--- src/rtl/prbs31_seq_ctrl.sv ---
// rtl/prbs31_seq_ctrl.sv - command-driven PRBS31 (x^31+x^28+1) byte generator/checker sequencer
// Optional checker mode is compiled in with `define PRBS31_CHECK_EN.
module prbs31_seq_ctrl #(
    parameter int ERR_W = 16
) (
    input  logic             clk,
    input  logic             rst_n,
    input  logic             cmd_valid,
    output logic             cmd_ready,
    input  logic [1:0]       cmd_op,
    input  logic [7:0]       cmd_data,
    output logic             out_valid,
    input  logic             out_ready,
    output logic [7:0]       out_data,
    input  logic             chk_valid,
    input  logic [7:0]       chk_data,
    output logic             busy,
    output logic [ERR_W-1:0] err_cnt
);

    typedef enum logic [1:0] {ST_IDLE, ST_GEN, ST_CHK} state_t;

    localparam logic [1:0] OP_LOAD  = 2'd0;
    localparam logic [1:0] OP_START = 2'd1;
    localparam logic [1:0] OP_STOP  = 2'd2;
    localparam logic [1:0] OP_CHECK = 2'd3;

    // Returns {byte, next_state}; the first generated bit lands in byte bit 7.
    function automatic logic [38:0] byte_step(input logic [30:0] s);
        logic [30:0] t;
        logic [7:0]  b;
        logic        nb;
        t = s;
        b = 8'd0;
        for (int i = 0; i < 8; i++) begin
            nb = t[30] ^ t[27];
            b  = {b[6:0], nb};
            t  = {t[29:0], nb};
        end
        return {b, t};
    endfunction

    state_t      state_q, state_d;
    logic [31:0] seed_reg;
    logic [30:0] lfsr;
    logic        reload;
    logic [8:0]  count;

    logic        is_load, is_start, is_stop, is_check;
    logic [30:0] src, src_nz;
    logic [38:0] src_step, lfsr_step;
    logic        out_xfer, chk_hit, last;
    logic        unused_bits;

    assign is_load  = cmd_valid && (cmd_op == OP_LOAD);
    assign is_start = cmd_valid && (cmd_op == OP_START);
    assign is_stop  = cmd_valid && (cmd_op == OP_STOP);

    assign src       = reload ? seed_reg[30:0] : lfsr;
    assign src_nz    = (src == 31'd0) ? 31'h1 : src;
    assign src_step  = byte_step(src_nz);
    assign lfsr_step = byte_step(lfsr);
    assign out_xfer  = (state_q == ST_GEN) && out_valid && out_ready;
    assign last      = (count == 9'd1);

`ifdef PRBS31_CHECK_EN
    logic [7:0]       exp_byte;
    logic [ERR_W-1:0] err_q;
    assign is_check    = cmd_valid && (cmd_op == OP_CHECK);
    assign chk_hit     = (state_q == ST_CHK) && chk_valid;
    assign err_cnt     = err_q;
    assign unused_bits = seed_reg[31];
`else
    assign is_check    = 1'b0;
    assign chk_hit     = 1'b0;
    assign err_cnt     = '0;
    assign unused_bits = ^{seed_reg[31], chk_valid, chk_data};
`endif

    assign cmd_ready = 1'b1;
    assign busy      = (state_q != ST_IDLE);

    always_comb begin
        state_d = state_q;
        case (state_q)
            ST_IDLE: begin
                if (is_start)      state_d = ST_GEN;
                else if (is_check) state_d = ST_CHK;
            end
            ST_GEN:  if (is_stop || (out_xfer && last)) state_d = ST_IDLE;
            ST_CHK:  if (is_stop || (chk_hit && last))  state_d = ST_IDLE;
            default: state_d = ST_IDLE;
        endcase
    end

    always_ff @(posedge clk or negedge rst_n) begin
        if (!rst_n) begin
            state_q   <= ST_IDLE;
            seed_reg  <= 32'd0;
            lfsr      <= 31'h1;
            reload    <= 1'b0;
            out_valid <= 1'b0;
            out_data  <= 8'd0;
            count     <= 9'd0;
`ifdef PRBS31_CHECK_EN
            exp_byte  <= 8'd0;
            err_q     <= '0;
`endif
        end else begin
            state_q <= state_d;
            if (is_load) begin
                seed_reg <= {seed_reg[23:0], cmd_data};
                reload   <= 1'b1;
            end
            case (state_q)
                ST_IDLE: begin
                    if (is_start) begin
                        reload    <= 1'b0;
                        lfsr      <= src_step[30:0];
                        out_data  <= src_step[38:31];
                        out_valid <= 1'b1;
                        count     <= (cmd_data == 8'd0) ? 9'd256 : {1'b0, cmd_data};
                    end
`ifdef PRBS31_CHECK_EN
                    else if (is_check) begin
                        reload   <= 1'b0;
                        lfsr     <= src_step[30:0];
                        exp_byte <= src_step[38:31];
                        err_q    <= '0;
                        count    <= (cmd_data == 8'd0) ? 9'd256 : {1'b0, cmd_data};
                    end
`endif
                end
                ST_GEN: begin
                    // lfsr always sits just past the byte on out_data; a stop simply drops that byte
                    if (out_xfer) begin
                        count <= count - 9'd1;
                        if (!last && !is_stop) begin
                            out_data <= lfsr_step[38:31];
                            lfsr     <= lfsr_step[30:0];
                        end
                    end
                    if (is_stop || (out_xfer && last)) out_valid <= 1'b0;
                end
`ifdef PRBS31_CHECK_EN
                ST_CHK: begin
                    if (chk_hit) begin
                        if ((chk_data != exp_byte) && (err_q != '1)) err_q <= err_q + ERR_W'(1);
                        count <= count - 9'd1;
                        if (!last) begin
                            exp_byte <= lfsr_step[38:31];
                            lfsr     <= lfsr_step[30:0];
                        end
                    end
                end
`endif
                default: ;
            endcase
        end
    end

endmodule

--- config.mk ---
export PLATFORM = sky130hd
export DESIGN_NAME = prbs31_seq_ctrl
export DESIGN_NICKNAME = d
export VERILOG_FILES = /design/src/rtl/prbs31_seq_ctrl.sv
export SDC_FILE = /design/constraint.sdc
export NUM_CORES = 1
export LEC_CHECK = 0
export CAP_MARGIN = 20
export CORE_MARGIN = 2
export CORE_UTILIZATION = 40
export DETAILED_ROUTE_END_ITERATION = 6
export SYNTH_ARGS = -nofsm -noshare
export SYNTH_HDL_FRONTEND = slang
export SYNTH_SLANG_ARGS = --single-unit
--- constraint.sdc ---
create_clock -name clk -period 4.2 [get_ports clk]
set_input_delay 0.42 -clock clk [delete_from_list [all_inputs] [get_ports clk]]
set_output_delay 0.42 -clock clk [all_outputs]
set_load 0.01 [all_outputs]
==> qor.csv <==
stage,metric,value,unit
status,status,completed,
pwr,power_density,661,mW/mm²
pwr,total_power,2.79,mW
cts,postCtsHoldBufs,0,
cells_and_area,finalInstanceArea,0.00423,mm²
cts,clk_path_buf_depth,2,
cells_and_area,stdcell_count,510,
synth,synth.most_common_cell,dfrtp_1,
global_route,grt_pass1_wl,13700,µm
cells_and_area,largest_register_ff_count,31,
die,io_pins,50,
cts,cts_root_buffer,clkbuf_8,
worst_setup_path,cp_cell_sequence,or4_1 > or4_4 > a21oi_4 > buf_4 > o21ai_0,
sta,skew,0.0169,ns
pwr,p_leak,1.71,nW
cts,cts_tree,yes,
sta,setup_viol,0,
worst_setup_path,worstSetupStartpointType,register,
global_route,grt_pass1_vias,2571,
synth,postSynthCellCount,365,
place,io_buffers,23,
synth,yosys.area_share.xor_xnor,3.66,%
synth,synth_top_area_cell,dfrtp_1,
die,die-area,0.0104,mm²
routing,drc_errors,0,
synth,synthTopCellsByCount,"dfrtp_1, nand2_1, o21ai_0",
routing,drtAntennaViolNets,0,
pwr,vdd_ir_drop_max,0.252,mV
synth,synth-simple-area-share,12.2,%
synth,synth_edf_count,0,
worst_setup_path,path_max_fanout,31,
global_route,antenna_found_initial,0,
sta,slew_headroom,39.0,%
place,hpwl,5830,µm
synth,async_flop_share,100,%
cells_and_area,area_growth_syn_to_layout,10.3,%
worst_setup_path,end_kind,register,
cts,cts_resized,0,
synth,netlist_area,0.00383,mm²
synth,synthAdderAreaFrac,0.653,%
global_route,grt_max_degree,75,
cells_and_area,fill_cells,906,
cells_and_area,nNetsFinal,401,
synth,ys_ff_latch,74,
synth,yosys.area.top_type_share,47.7,%
synth,synth_area_leaders,"dfrtp_1, mux2_2, mux2i_1, buf_4, o21ai_0",
sta,grt_setup_unrepaired,no,
synth,yosysSeqAreaShare,48.4,%
synth,synth_top_family_by_area,multiplexers,
sta,hold_viol_final,0,
cts,htreeDepth,3,
worst_setup_path,critPathTopFamily,simple AND/OR/NAND/NOR gates,
place,place_area,0.00403,mm²
synth,synth_mux_area_share,15.7,%
routing,wirelength,8390,µm
worst_setup_path,crit_slowest_cell,or4_1,
sta,tns,0,ns
synth,yosysWarnings,0,
worst_setup_path,cp.required,4.41,ns
die,core,0.00928,mm²
synth,avgSynthCellArea,10.5,µm²
synth,synth_compound_area_share,11.3,%
cts,clock_sinks,74,
die,num_rows,35,
routing,firstDrtPassIters,5,
die,die_x,102,µm
routing,first_iter_violations,128,
synth,ys_types,45,
cells_and_area,final_layout_size_suffix_gt1_share,15.5,%
place,pre_cts_slack,1.45,ns
sta,max_freq,0.360,GHz
routing,num_vias,2663,
place,dp_cells,494,
worst_setup_path,path_class,register to register,
sta,fin_crit_sh,66.1,%
worst_setup_path,worst-path-buf-inv,1,
worst_setup_path,cpPeakStageDelay,0.63,ns
cts,clk_pin_slew_worst_paths,0.08,ns
worst_setup_path,cp.arrival,2.99,ns
place,place_congestion,0.819,
synth,synthFlopType,dfrtp_1,
global_route,track_usage,17.5,%
sta,holdWs,0.215,ns
cts,cts_setup_buffers,0,
run,cap_violations,0,
cts,cts_buffers,9,
routing,viasPerCell,5.22,
sta,period_minus_slack,2.78,ns
hold_path,worstHoldPathType,input port to asynchronous set/reset pin,
sta,finalMaxSlewViolations,0,
cells_and_area,final_core_util,45.6,%
sta,timing.final.ws_setup,1.42,ns
sta,tightest_slew,0.916,ns
routing,avgRoutedWirePerCell,16.4,µm
die,start_util,41.3,%
cells_and_area,antenna_cells,0,
die,die_h,102,µm
global_route,globalRouteOverflowTotal,0,
cts,insertion_delay,0.35,ns
## routing by layer
layer	GRT usage (%)	wire length [µm]	up-vias
met5	0	0	-
met4	5.85	143	0
met3	4.86	483	12
met2	25.7	3790	88
met1	24.9	3970	1279
li1	-	-	1284
## worst register-to-register path: cells and delay by family (launching register included)
kind	cells	cell delay [ns]
and+or+nand+nor	2	1.18
buffers and inverters	1	0.40
AOI/OAI and AO/OA	2	0.65
DFF	1	0.42
## kinds of logic (layout without fill, tap and decap cells)
kind of cell | Yosys count | count (layout)
AO/OA/AOI/OAI | 72 | 72
XOR/XNOR | 16 | 16
adder cells (fa/ha/maj) | 2 | 2
buffers and inverters | 47 | 48
flip-flops | 74 | 74
multiplexers | 56 | 56
other | 2 | 17
AND/OR/NAND/NOR | 96 | 96
## cells in the final DEF, fill, tap and decap left out, drive strengths merged, types with 2 or more instances in the layout
| master | count |
|---|---|
| nor4 | 17 |
| xnor2 | 15 |
| a22oi | 2 |
| dfrtp | 73 |
| inv | 5 |
| nand2 | 41 |
| nor2b | 3 |
| o22ai | 3 |
| clkdlybuf4s50 | 22 |
| clkinvlp | 2 |
| o21ai | 35 |
| nor3 | 2 |
| a21o | 2 |
| ha | 2 |
| mux2i | 24 |
| o221ai | 2 |
| nor4b | 2 |
| a31oi | 4 |
| clkbuf | 11 |
| nand3 | 5 |
| clkinv | 2 |
| mux2 | 32 |
| a21oi | 14 |
| a32oi | 4 |
| buf | 5 |
| conb | 17 |
| or4 | 3 |
| nor2 | 17 |
## layout make-up
cell class	instances	area (µm²)	share of cell area, %
Clock buffer	11	141	3.34
Timing Repair Buffer	27	258	6.09
Sequential cell	74	1850	43.8
Inverter	5	18.8	0.444
Multi-Input combinational cell	259	1740	41.2
Clock inverter	5	55.1	1.30
Tap cell	129	161	3.82
## report_power, final
part / leakage, nW / switching [mW] / internal [mW] / total, mW
Sequential: 0.912 / 0.394 / 1.01 / 1.40
Clock: 0.0953 / 0.260 / 0.289 / 0.549
Combinational: 0.700 / 0.371 / 0.471 / 0.842
Total: 1.71 / 1.02 / 1.77 / 2.79
## worst paths after layout
check | startpoint | endpoint | slack (ns) | cells after the start
worst max-delay path | count[4]$_DFFE_PN0P_ | lfsr[18]$_DFFE_PN0P_ | 1.42 | 5
worst min-delay path | rst_n | count[5]$_DFFE_PN0P_ | 0.22 | 1
worst max register to register | count[4]$_DFFE_PN0P_ | lfsr[18]$_DFFE_PN0P_ | 1.42 | 5
worst min register to register | out_data[0]$_DFFE_PN0P_ | out_data[0]$_DFFE_PN0P_ | 0.48 | 1
max in group asynchronous | rst_n | lfsr[13]$_DFFE_PN0P_ | 3.40 | 1
min in group clk | out_data[0]$_DFFE_PN0P_ | out_data[0]$_DFFE_PN0P_ | 0.48 | 1
Note: power is estimated with default switching activity, not from simulation.
